**src/rtl/updown_counter_param_pkg.sv**
```systemverilog
// Shared constants and the parameter legality check for the parametrised up/down counter.
package updown_counter_pkg;

  localparam bit CNT_WRAP = 1'b0;
  localparam bit CNT_SAT  = 1'b1;

  // True when the range is non-empty, fits in width bits, and every step value is smaller than the range.
  function automatic bit range_ok(input longint min_v, input longint max_v,
                                  input int width, input int step_w);
    longint lim_v;
    longint step_max;
    lim_v    = (longint'(1) << width) - 1;
    step_max = (longint'(1) << step_w) - 1;
    return (min_v >= 0) && (min_v < max_v) && (max_v <= lim_v) &&
           (step_max < (max_v - min_v + 1));
  endfunction

endpackage

```
**src/rtl/updown_counter_param_if.sv**
```systemverilog
// Control and status bundle for updown_counter_param; master drives controls, slave is the counter.
interface updown_counter_param_if #(
  parameter int WIDTH  = 8,
  parameter int STEP_W = 4
);
  logic              clear;
  logic              load;
  logic [WIDTH-1:0]  d;
  logic              en;
  logic              up_down;
  logic [STEP_W-1:0] step;
  logic [WIDTH-1:0]  qd;
  logic              tc_max;
  logic              tc_min;
  logic              lim_pulse;
  logic              ovf_sticky;

  modport master (
    output clear, load, d, en, up_down, step,
    input  qd, tc_max, tc_min, lim_pulse, ovf_sticky
  );

  modport slave (
    input  clear, load, d, en, up_down, step,
    output qd, tc_max, tc_min, lim_pulse, ovf_sticky
  );
endinterface

```
**src/rtl/updown_counter_param_next.sv**
```systemverilog
// Combinational next-count for one step, with wrap or saturate at the range limits.
module updown_counter_next
  import updown_counter_pkg::*;
#(
  parameter int WIDTH   = 8,
  parameter int STEP_W  = 4,
  parameter int MIN_VAL = 0,
  parameter int MAX_VAL = 255
) (
  input  logic [WIDTH-1:0]  qd_i,
  input  logic [STEP_W-1:0] step_i,
  input  logic              up_down_i,
  input  logic              mode_i,
  output logic [WIDTH-1:0]  nxt_o,
  output logic              evt_o
);
  // Two guard bits keep qd+step and qd-step exact and signed.
  localparam int XW = WIDTH + 2;
  localparam logic signed [XW-1:0] MIN_X   = XW'(MIN_VAL);
  localparam logic signed [XW-1:0] MAX_X   = XW'(MAX_VAL);
  localparam logic signed [XW-1:0] RANGE_X = XW'(MAX_VAL - MIN_VAL + 1);

  logic signed [XW-1:0] qd_x;
  logic signed [XW-1:0] step_x;
  logic signed [XW-1:0] sum_x;
  logic signed [XW-1:0] res_x;

  always_comb begin
    qd_x   = $signed({2'b00, qd_i});
    step_x = $signed(XW'(step_i));
    sum_x  = '0;
    res_x  = qd_x;
    evt_o  = 1'b0;
    if (up_down_i) begin
      sum_x = qd_x + step_x;
      if (sum_x > MAX_X) begin
        evt_o = 1'b1;
        res_x = (mode_i == CNT_SAT) ? MAX_X : sum_x - RANGE_X;
      end else begin
        res_x = sum_x;
      end
    end else begin
      sum_x = qd_x - step_x;
      if (sum_x < MIN_X) begin
        evt_o = 1'b1;
        res_x = (mode_i == CNT_SAT) ? MIN_X : sum_x + RANGE_X;
      end else begin
        res_x = sum_x;
      end
    end
    nxt_o = WIDTH'(res_x);
  end

endmodule

```
**src/rtl/updown_counter_param.sv**
```systemverilog
// Parametrised up/down counter: priority mux (reset > clear > load > count), limit flags and event flags.
module updown_counter_param
  import updown_counter_pkg::*;
#(
  parameter int WIDTH    = 8,
  parameter int MIN_VAL  = 0,
  parameter int MAX_VAL  = 255,
  parameter int STEP_W   = 4,
  parameter int SAT_MODE = 0
) (
  input  logic                    clk,
  input  logic                    reset,
  updown_counter_param_if.slave   bus
);
  if (!range_ok(longint'(MIN_VAL), longint'(MAX_VAL), WIDTH, STEP_W)) begin : g_param_check
    $error("updown_counter_param: illegal MIN_VAL/MAX_VAL/WIDTH/STEP_W combination");
  end

  localparam int XW = WIDTH + 2;
  localparam logic [WIDTH-1:0]     MIN_W = WIDTH'(MIN_VAL);
  localparam logic [WIDTH-1:0]     MAX_W = WIDTH'(MAX_VAL);
  localparam logic signed [XW-1:0] MIN_X = XW'(MIN_VAL);
  localparam logic signed [XW-1:0] MAX_X = XW'(MAX_VAL);
  localparam bit                   MODE  = (SAT_MODE != 0) ? CNT_SAT : CNT_WRAP;

  logic [WIDTH-1:0]     qd_q, qd_d;
  logic                 lim_q, lim_d;
  logic                 ovf_q, ovf_d;
  logic [WIDTH-1:0]     cnt_nxt;
  logic                 cnt_evt;
  logic signed [XW-1:0] d_x;

  updown_counter_next #(
    .WIDTH   (WIDTH),
    .STEP_W  (STEP_W),
    .MIN_VAL (MIN_VAL),
    .MAX_VAL (MAX_VAL)
  ) u_next (
    .qd_i      (qd_q),
    .step_i    (bus.step),
    .up_down_i (bus.up_down),
    .mode_i    (MODE),
    .nxt_o     (cnt_nxt),
    .evt_o     (cnt_evt)
  );

  always_comb begin
    qd_d  = qd_q;
    lim_d = 1'b0;
    ovf_d = ovf_q;
    d_x   = $signed({2'b00, bus.d});
    if (bus.clear) begin
      qd_d  = MIN_W;
      ovf_d = 1'b0;
    end else if (bus.load) begin
      // An out-of-range load is clamped and reported like a limit event.
      if (d_x < MIN_X) begin
        qd_d  = MIN_W;
        lim_d = 1'b1;
        ovf_d = 1'b1;
      end else if (d_x > MAX_X) begin
        qd_d  = MAX_W;
        lim_d = 1'b1;
        ovf_d = 1'b1;
      end else begin
        qd_d = bus.d;
      end
    end else if (bus.en && (bus.step != '0)) begin
      qd_d = cnt_nxt;
      if (cnt_evt) begin
        lim_d = 1'b1;
        ovf_d = 1'b1;
      end
    end
  end

  always_ff @(posedge clk) begin
    if (reset) begin
      qd_q  <= MIN_W;
      lim_q <= 1'b0;
      ovf_q <= 1'b0;
    end else begin
      qd_q  <= qd_d;
      lim_q <= lim_d;
      ovf_q <= ovf_d;
    end
  end

  assign bus.qd         = qd_q;
  assign bus.tc_max     = (qd_q == MAX_W);
  assign bus.tc_min     = (qd_q == MIN_W);
  assign bus.lim_pulse  = lim_q;
  assign bus.ovf_sticky = ovf_q;

endmodule

```
**src/flat_wrapper.sv**
```systemverilog
// flat-port wrapper written by rule: the top's interface ports become plain ports
module updown_counter_param_flat import updown_counter_pkg::*;
#(
  parameter int WIDTH    = 8,
  parameter int MIN_VAL  = 0,
  parameter int MAX_VAL  = 255,
  parameter int STEP_W   = 4,
  parameter int SAT_MODE = 0
)
  (clk, reset, bus_clear, bus_load, bus_d, bus_en, bus_up_down, bus_step, bus_qd, bus_tc_max, bus_tc_min, bus_lim_pulse, bus_ovf_sticky);
  updown_counter_param_if #(.WIDTH(WIDTH), .STEP_W(STEP_W)) bus_i ();
  input  logic clk;
  input  logic reset;
  input wire logic [$bits(bus_i.clear)-1:0] bus_clear;
  input wire logic [$bits(bus_i.load)-1:0] bus_load;
  input wire logic [$bits(bus_i.d)-1:0] bus_d;
  input wire logic [$bits(bus_i.en)-1:0] bus_en;
  input wire logic [$bits(bus_i.up_down)-1:0] bus_up_down;
  input wire logic [$bits(bus_i.step)-1:0] bus_step;
  output wire logic [$bits(bus_i.qd)-1:0] bus_qd;
  output wire logic [$bits(bus_i.tc_max)-1:0] bus_tc_max;
  output wire logic [$bits(bus_i.tc_min)-1:0] bus_tc_min;
  output wire logic [$bits(bus_i.lim_pulse)-1:0] bus_lim_pulse;
  output wire logic [$bits(bus_i.ovf_sticky)-1:0] bus_ovf_sticky;
  assign bus_i.clear = bus_clear;
  assign bus_i.load = bus_load;
  assign bus_i.d = bus_d;
  assign bus_i.en = bus_en;
  assign bus_i.up_down = bus_up_down;
  assign bus_i.step = bus_step;
  assign bus_qd = bus_i.qd;
  assign bus_tc_max = bus_i.tc_max;
  assign bus_tc_min = bus_i.tc_min;
  assign bus_lim_pulse = bus_i.lim_pulse;
  assign bus_ovf_sticky = bus_i.ovf_sticky;
  updown_counter_param #(.WIDTH(WIDTH), .MIN_VAL(MIN_VAL), .MAX_VAL(MAX_VAL), .STEP_W(STEP_W), .SAT_MODE(SAT_MODE)) u_core (.clk(clk), .reset(reset), .bus(bus_i));
endmodule
```
**config.mk**
```make
export PLATFORM = sky130hd
export DESIGN_NAME = updown_counter_param_flat
export DESIGN_NICKNAME = d
export VERILOG_FILES = /design/src/rtl/updown_counter_param_pkg.sv /design/src/rtl/updown_counter_param_if.sv /design/src/rtl/updown_counter_param_next.sv /design/src/rtl/updown_counter_param.sv /design/src/flat_wrapper.sv
export SDC_FILE = /design/constraint.sdc
export NUM_CORES = 1
export LEC_CHECK = 0
export BUFFER_PORTS_ARGS = -buffer_cell sky130_fd_sc_hd__buf_4
export CAP_MARGIN = 10
export CORE_UTILIZATION = 35
export DETAILED_ROUTE_END_ITERATION = 7
export SYNTH_ARGS = -nofsm -noshare
export SYNTH_HDL_FRONTEND = slang
export SYNTH_SLANG_ARGS = --single-unit
```
**constraint.sdc**
```tcl
create_clock -name clk -period 4.95 [get_ports clk]
set_clock_uncertainty 0.15 [all_clocks]
set_input_delay 0.2475 -clock clk [delete_from_list [all_inputs] [get_ports clk]]
set_output_delay 0.2475 -clock clk [all_outputs]
set_load 0.01 [all_outputs]
```
==> results of run 1 <==
[power by group through the flow]
stage / Sequential, mW / Clock (mW) / Combinational, mW
4_1_cts: 0.0901 / 0.0556 / 0.0783
3_3_place_gp: 0.0917 / 0 / 0.0773
3_5_place_dp: 0.0919 / 0 / 0.0778
5_1_grt: 0.0907 / 0.0590 / 0.0859
2_1_floorplan: 0.0919 / 0 / 0.0464
6_report: 0.0900 / 0.0551 / 0.0778
[tightest hold or removal path, delay by kind of cell]
family	cells	cell delay (ns)
buffers and inverters	1	0.08
and+or+nand+nor	2	0.13
[stage by stage]
stage	util	cells	setup WS [ns]	hold WS, ns
floorplan	-	111	2.92	0.242
global placement	0.488	163	2.81	0.314
detailed placement	0.488	163	2.80	0.321
CTS	0.498	166	2.79	0.0710
global route	0.498	166	2.65	0.0850
finish	0.498	166	2.78	0.0687
[worst max-delay path by stage]
stage	end	cells after the start
3_3_place_gp	u_core.bus.qd[4]	9
2_1_floorplan	u_core.bus.qd[7]	7
6_report	u_core.bus.qd[7]	6
4_1_cts	u_core.bus.qd[5]	6
3_5_place_dp	u_core.bus.qd[5]	8
5_1_grt	u_core.bus.qd[7]	6
[flip-flops by register name, summed over array words and instances, names as in the netlist]
name                   flops
u_core.bus.lim_pulse       1
u_core.bus.qd              8
u_core.bus.ovf_sticky      1
[per-layer routing]
layer	global-route usage	vias to the layer above
met4	0.0395	0
met5	0	-
li1	-	466
met1	0.231	437
met3	0.0522	2
met2	0.316	27
[area by class of cell]
class	count	area (µm²)	area share
clock buffer	3	22.5	0.0195
sequential	10	200	0.173
multi-input combinational	88	649	0.562
tap	28	35.0	0.0303
inverter	8	30.0	0.0260
timing repair buffer	29	218	0.189
[cells by family after synthesis]
family          synth area share
simple gates               0.238
compound gates             0.269
buf+inv                   0.0543
fa+ha+maj                  0.156
flops                      0.223
xor+xnor                  0.0487
mux                       0.0111
[cells in the final DEF, fill, tap and decap left out, drive strengths merged, types with 3 or more instances in the layout]
cell type / count
o21ai: 7
a211oi: 6
nor2: 10
dfxtp: 10
nand2: 3
ha: 8
a21oi: 11
nor3: 4
nand3: 4
inv: 8
clkbuf: 3
xnor2: 5
buf: 29
==> metrics.md, run 1 <==
| Metric | Value |
|---|---|
| Cell accounting for the most synthesized area | `dfxtp_1` |
| Post-DR wirelength/cell | `13.9 µm` |
| Top-count cell post-synth | `a21oi_1` |
| Antenna violations before repair | `0` |
| Worst path cell trace | `ha_1 -> nor4b_2 -> nor3_1 -> a2bb2oi_1 -> or4_1 -> nand3_1` |
| Sequential area share after synthesis | `0.223` |
| Post-CTS Setup Inserts | `0` |
| Crit path from | `u_core.bus.qd[3]` |
| Distinct cell type count after synthesis | `38` |
| Clock Pin Slew Worst Setup and Hold Paths | `0.06 ns` |
| Hold WC Path Type | `in2reg` |
| # hold bufs at CTS | `0` |
| Pleak | `0.487 nW` |
| Latest clock arrival within the worst-skew pair | `0.27 ns` |
| CTS buffer count | `3` |
| Die height | `52.7 µm` |
| Hold Path Cell Cnt | `3` |
| Slowest CP cell | `dfxtp_1` |
| WL met1 | `1.05 mm` |
| ANT cells | `0` |
| Setup CP Type | `reg2reg` |
| Drt total wl | `2.31 mm` |
| Via density | `5.61` |
| Gr usage total | `0.186` |
| Die X | `52.7 µm` |
| Cell area after synthesis | `898 µm²` |
| #FFs+latches synth | `10` |
| CP max FO | `9` |
| Synth warn | `0` |
| R2r setup slk | `2.78 ns` |
| Grt total ovfl | `0` |
| Cell count of the worst reg-to-reg path | `6` |
| Sw frac | `0.324` |
| Critical path's top delay family | `simple AND/OR/NAND/NOR gates` |
| CP Launch Type | `flip-flop` |
| Final nets | `168` |
| Top cells by count, synth | `a21oi_1 (11), dfxtp_1 (10), nor2_1 (10)` |
| DRT antenna net count | `0` |
| WP data required | `5.01 ns` |
| Largest net degree at the start of global routing | `13` |
| Hold Path End | `u_core.bus.qd[7]` |
| Wire length on met3 | `100 µm` |
| Slew HR | `0.568` |
| Comb pwr share | `0.349` |
| Clock Root Buffer | `clkbuf_4` |
| Syn Area/Cell | `8.09 µm²` |
| Layout cell share with drive strength beyond 1 | `0.268` |
| NetSw | `72.2 µW` |
| Iter 0 DRT Violations | `17` |
| Pwr/cell area | `193 nW/µm²` |
| Worst Min Path Start | `bus_d[7]` |
| Synthesized Nets | `139` |
| Crit path capture type | `flip-flop` |
| Setup tns final | `0 ns` |
| Critical Path AT | `2.23 ns` |
| IO buf count | `29` |
| Resized Gates After CTS | `0` |
| # IOs | `30` |
| Sequential power share | `0.404` |
| # DRC | `0` |
| Fillers | `241` |
| Initial core utilization | `0.387` |
| Number of global-route vias before repair | `839` |
| Buffers & Inverters on Critical Path | `0` |
| Global placement routability congestion | `0.889` |
| Int Pwr | `151 µW` |
| Synth Instances | `111` |
| Tot Pwr | `223 µW` |
| Post-synth EDFFs | `0` |
| Post-synth top flop | `dfxtp_1` |
| DIE AREA | `2770 µm²` |
| Setup Viol. Count Final | `0` |
| Maxcap violations | `0` |
| H-tree depth | `1` |
| Min Clock Period, post-route | `2.17 ns` |
| Longest Clk Path Bufs | `2` |
| Peak supply drop | `0.135 mV` |
| Vias | `932` |
| Post-route cell area | `1150 µm²` |
| Slew Limit Fails | `0` |
| Top post-synthesis cells by area | `dfxtp_1 (22%), ha_1 (11%), a21oi_1 (6.1%)` |
| Clock share of power | `0.247` |
| Wire length on met2 | `1.15 mm` |
| First-pass GRT wire length | `3.75 mm` |
| Hpwl dp | `1.88 mm` |
| F_max | `461 MHz` |
| CTS tree | `built` |
| Post-synth top area share | `0.223` |
| Area grow syn2layout | `28.6%` |
| Drt first pass iters | `4` |
| Ys async rst share | `0` |
| Placeable Area | `2320 µm²` |
| Rows | `17` |
| Max stage delay on crit path | `0.45 ns` |
| Reg-to-reg startpoint | `u_core.bus.qd[3]` |
| Period utilization | `0.438` |
| Final Hold Fails | `0` |
| Slew at the pin closest to its max-slew limit | `0.646 ns` |
| RSZ-0062 raised after global routing | `no` |
| DP Area | `1130 µm²` |
| Status | `completed` |
| Clk sinks | `10` |
| Top Layer Used | `met4` |
| Critical R2R Capture | `u_core.bus.qd[7]` |
Power figures use the tool's default switching activity.
==> run 2: changes to the inputs <==
==> constraint.sdc (replaced) <==
create_clock -name clk -period 1.9 [get_ports clk]
set_clock_uncertainty 0.15 [all_clocks]
set_input_delay 0.095 -clock clk [delete_from_list [all_inputs] [get_ports clk]]
set_output_delay 0.095 -clock clk [all_outputs]
set_load 0.01 [all_outputs]
==> run 2 against run 1 <==
  * The flow now finishes with violations (negative setup slack)
  * Worst setup slack worse by 2.8 ns
  * Register-to-register slack got worse by 2.8 ns
  * Wire length rose by 14%
  * Clock power grew to 2.9 times the previous value
  * Combinational power increased to 3.7 times the previous value
  * First-iteration DRC count down 59%
  * Clock-buffer cell count is 1 higher
  * Critical endpoint is now u_core.bus.ovf_sticky
  * Largest power group is now combinational cells
  * Highest routed layer unchanged
==> metrics.md, run 2 (synthesis gave the netlist of run 1 again) <==
| Metric | Value |
|---|---|
| Critical path's top delay family | `compound AO/OA/AOI/OAI gates` |
| Worst setup endpoint | `u_core.bus.ovf_sticky` |
| DIE AREA | `2770 µm²` |
| Longest Clk Path Bufs | `2` |
| Grt total ovfl | `0` |
| Number of global-route vias before repair | `962` |
| # DRC | `0` |
| Max stage delay on crit path | `0.36 ns` |
| Crit path capture type | `flip-flop` |
| CTS tree | `built` |
| Clock Pin Slew Worst Setup and Hold Paths | `0.06 ns` |
| Clock Root Buffer | `clkbuf_4` |
| Setup Viol. Count Final | `2` |
| WP data required | `1.92 ns` |
| Global placement routability congestion | `0.813` |
| Cell count of the worst reg-to-reg path | `8` |
| Maxcap violations | `0` |
| Placed cell count | `176` |
| Drt first pass iters | `5` |
| Pleak | `0.604 nW` |
| Via density | `5.32` |
| Setup ws final | `-0.0334 ns` |
| Die X | `52.7 µm` |
| Post-CTS Setup Inserts | `0` |
| Commonest non-fill, non-tap cells in the layout | `buf_4 (41), nor2_1 (10), dlygate4sd3_1 (9)` |
| Largest register FFs | `8` |
| Die height | `52.7 µm` |
| Worst path depth | `8` |
| Layout Utilization | `0.643` |
| DRT antenna net count | `0` |
| Slew Limit Fails | `0` |
| First-pass GRT wire length | `4.20 mm` |
| Vias | `1006` |
| Critical R2R Capture | `u_core.bus.ovf_sticky` |
| Slowest CP cell | `dfxtp_4` |
| # IOs | `30` |
| Worst path cell trace | `ha_4 -> fa_2 -> nand2b_1 -> a21oi_2 -> o21ai_2 -> o32a_1 -> nor3_2 -> o21a_1` |
| Period utilization | `1.02` |
| Post-DR wirelength/cell | `13.9 µm` |
| Area of the multi-input gates | `771 µm²` |
| ANT cells | `0` |
| Setup tns final | `-0.0396 ns` |
| Crit path from | `u_core.bus.qd[0]` |
| Area grow syn2layout | `65.9%` |
| Status | `complete, but fails checks` |
| Min Clock Period, post-route | `1.93 ns` |
| Peak supply drop | `0.400 mV` |
| Violated checks | `negative setup slack` |
| Iter 0 DRT Violations | `7` |
| Hold WC Path Type | `in2reg` |
| Slew HR | `0.702` |
| Worst Min Path Start | `bus_load` |
| Setup CP Type | `reg2reg` |
| Largest net degree at the start of global routing | `13` |
| F_max | `517 MHz` |
| Layout cell share with drive strength beyond 1 | `0.453` |
| Hpwl dp | `2.01 mm` |
| RSZ-0062 raised after global routing | `yes` |
| Latest clock arrival within the worst-skew pair | `0.27 ns` |
| Slew at the pin closest to its max-slew limit | `0.446 ns` |
| Reg-to-reg startpoint | `u_core.bus.qd[0]` |
| Final nets | `190` |
| Post-route cell area | `1490 µm²` |
| DP Area | `1290 µm²` |
| Buffers & Inverters on Critical Path | `0` |
| Final std cells w/o fill | `189` |
| Antenna violations before repair | `0` |
| CTS buffer count | `3` |
| Leading cell type in the layout, fill and taps excluded | `buf_4` |
| R2r setup slk | `-0.03 ns` |
| CP Launch Type | `flip-flop` |
| Rows | `17` |
| Pwr/cell area | `450 nW/µm²` |
| FF+latch area | `210 µm²` |
| Tot Pwr | `671 µW` |
| Initial core utilization | `0.387` |
| Fillers | `203` |
| Critical Path AT | `1.95 ns` |
| Final Hold Fails | `0` |
| Gr usage total | `0.211` |
| H-tree depth | `1` |
| CP max FO | `3` |
| Clk sinks | `10` |
| Placeable Area | `2320 µm²` |
| Drt total wl | `2.63 mm` |
| IO buf count | `29` |
[run 2: tightest hold or removal path: stages]
cell     delay [ns]
buf_4          0.15
a21oi_1        0.08
nor2_1         0.07
[run 2: final cells by class]
class / count / area share
well taps: 28 / 0.0235
inverters: 8 / 0.0202
multi-input cells: 88 / 0.517
clock buffers: 4 / 0.0176
flip-flops and latches: 10 / 0.141
repair buffers: 51 / 0.280
[run 2: where the power goes]
group / switching [mW] / internal [mW]
clock: 0.0764 / 0.0814
combinational: 0.133 / 0.151
sequential: 0.0109 / 0.218
total: 0.220 / 0.451
[run 2: how the worst min path moves through the flow]
| stage | to | slack, ns | cells after the start |
|---|---|---|---|
| 3_3_place_gp | u_core.bus.qd[2] | 0.18 | 3 |
| 4_1_cts | u_core.bus.ovf_sticky | 0.0004 | 3 |
| 6_report | u_core.bus.qd[0] | 0.01 | 3 |
| 5_1_grt | u_core.bus.qd[7] | 0.03 | 3 |
| 2_1_floorplan | u_core.bus.qd[0] | 0.09 | 2 |
| 3_5_place_dp | u_core.bus.qd[1] | 0.19 | 3 |
[run 2: timing repair]
action | in CTS | in global routing
hold buffers | 9 | 0
resized for setup | 8 | 10
endpoints found under the hold margin | 9 | 0
pin swaps | 6 | 10
endpoints found under the setup margin | 7 | 8
[run 2: metrics by stage]
stage | hold WS (ns) | setup WS, ns
2_1_floorplan | 0.0884 | 0.00106
3_3_place_gp | 0.182 | -0.131
3_5_place_dp | 0.187 | -0.147
4_1_cts | 0.000380 | -0.0330
5_1_grt | 0.0339 | -0.139
6_report | 0.0131 | -0.0334
[run 2: routing by layer]
metal / wire length (µm) / GRT usage / vias to the layer above
met3: 80 / 0.0551 / 6
met4: 39 / 0.0482 / 0
met1: 1190 / 0.263 / 470
met5: 0 / 0 / -
li1: - / - / 509
met2: 1320 / 0.357 / 21
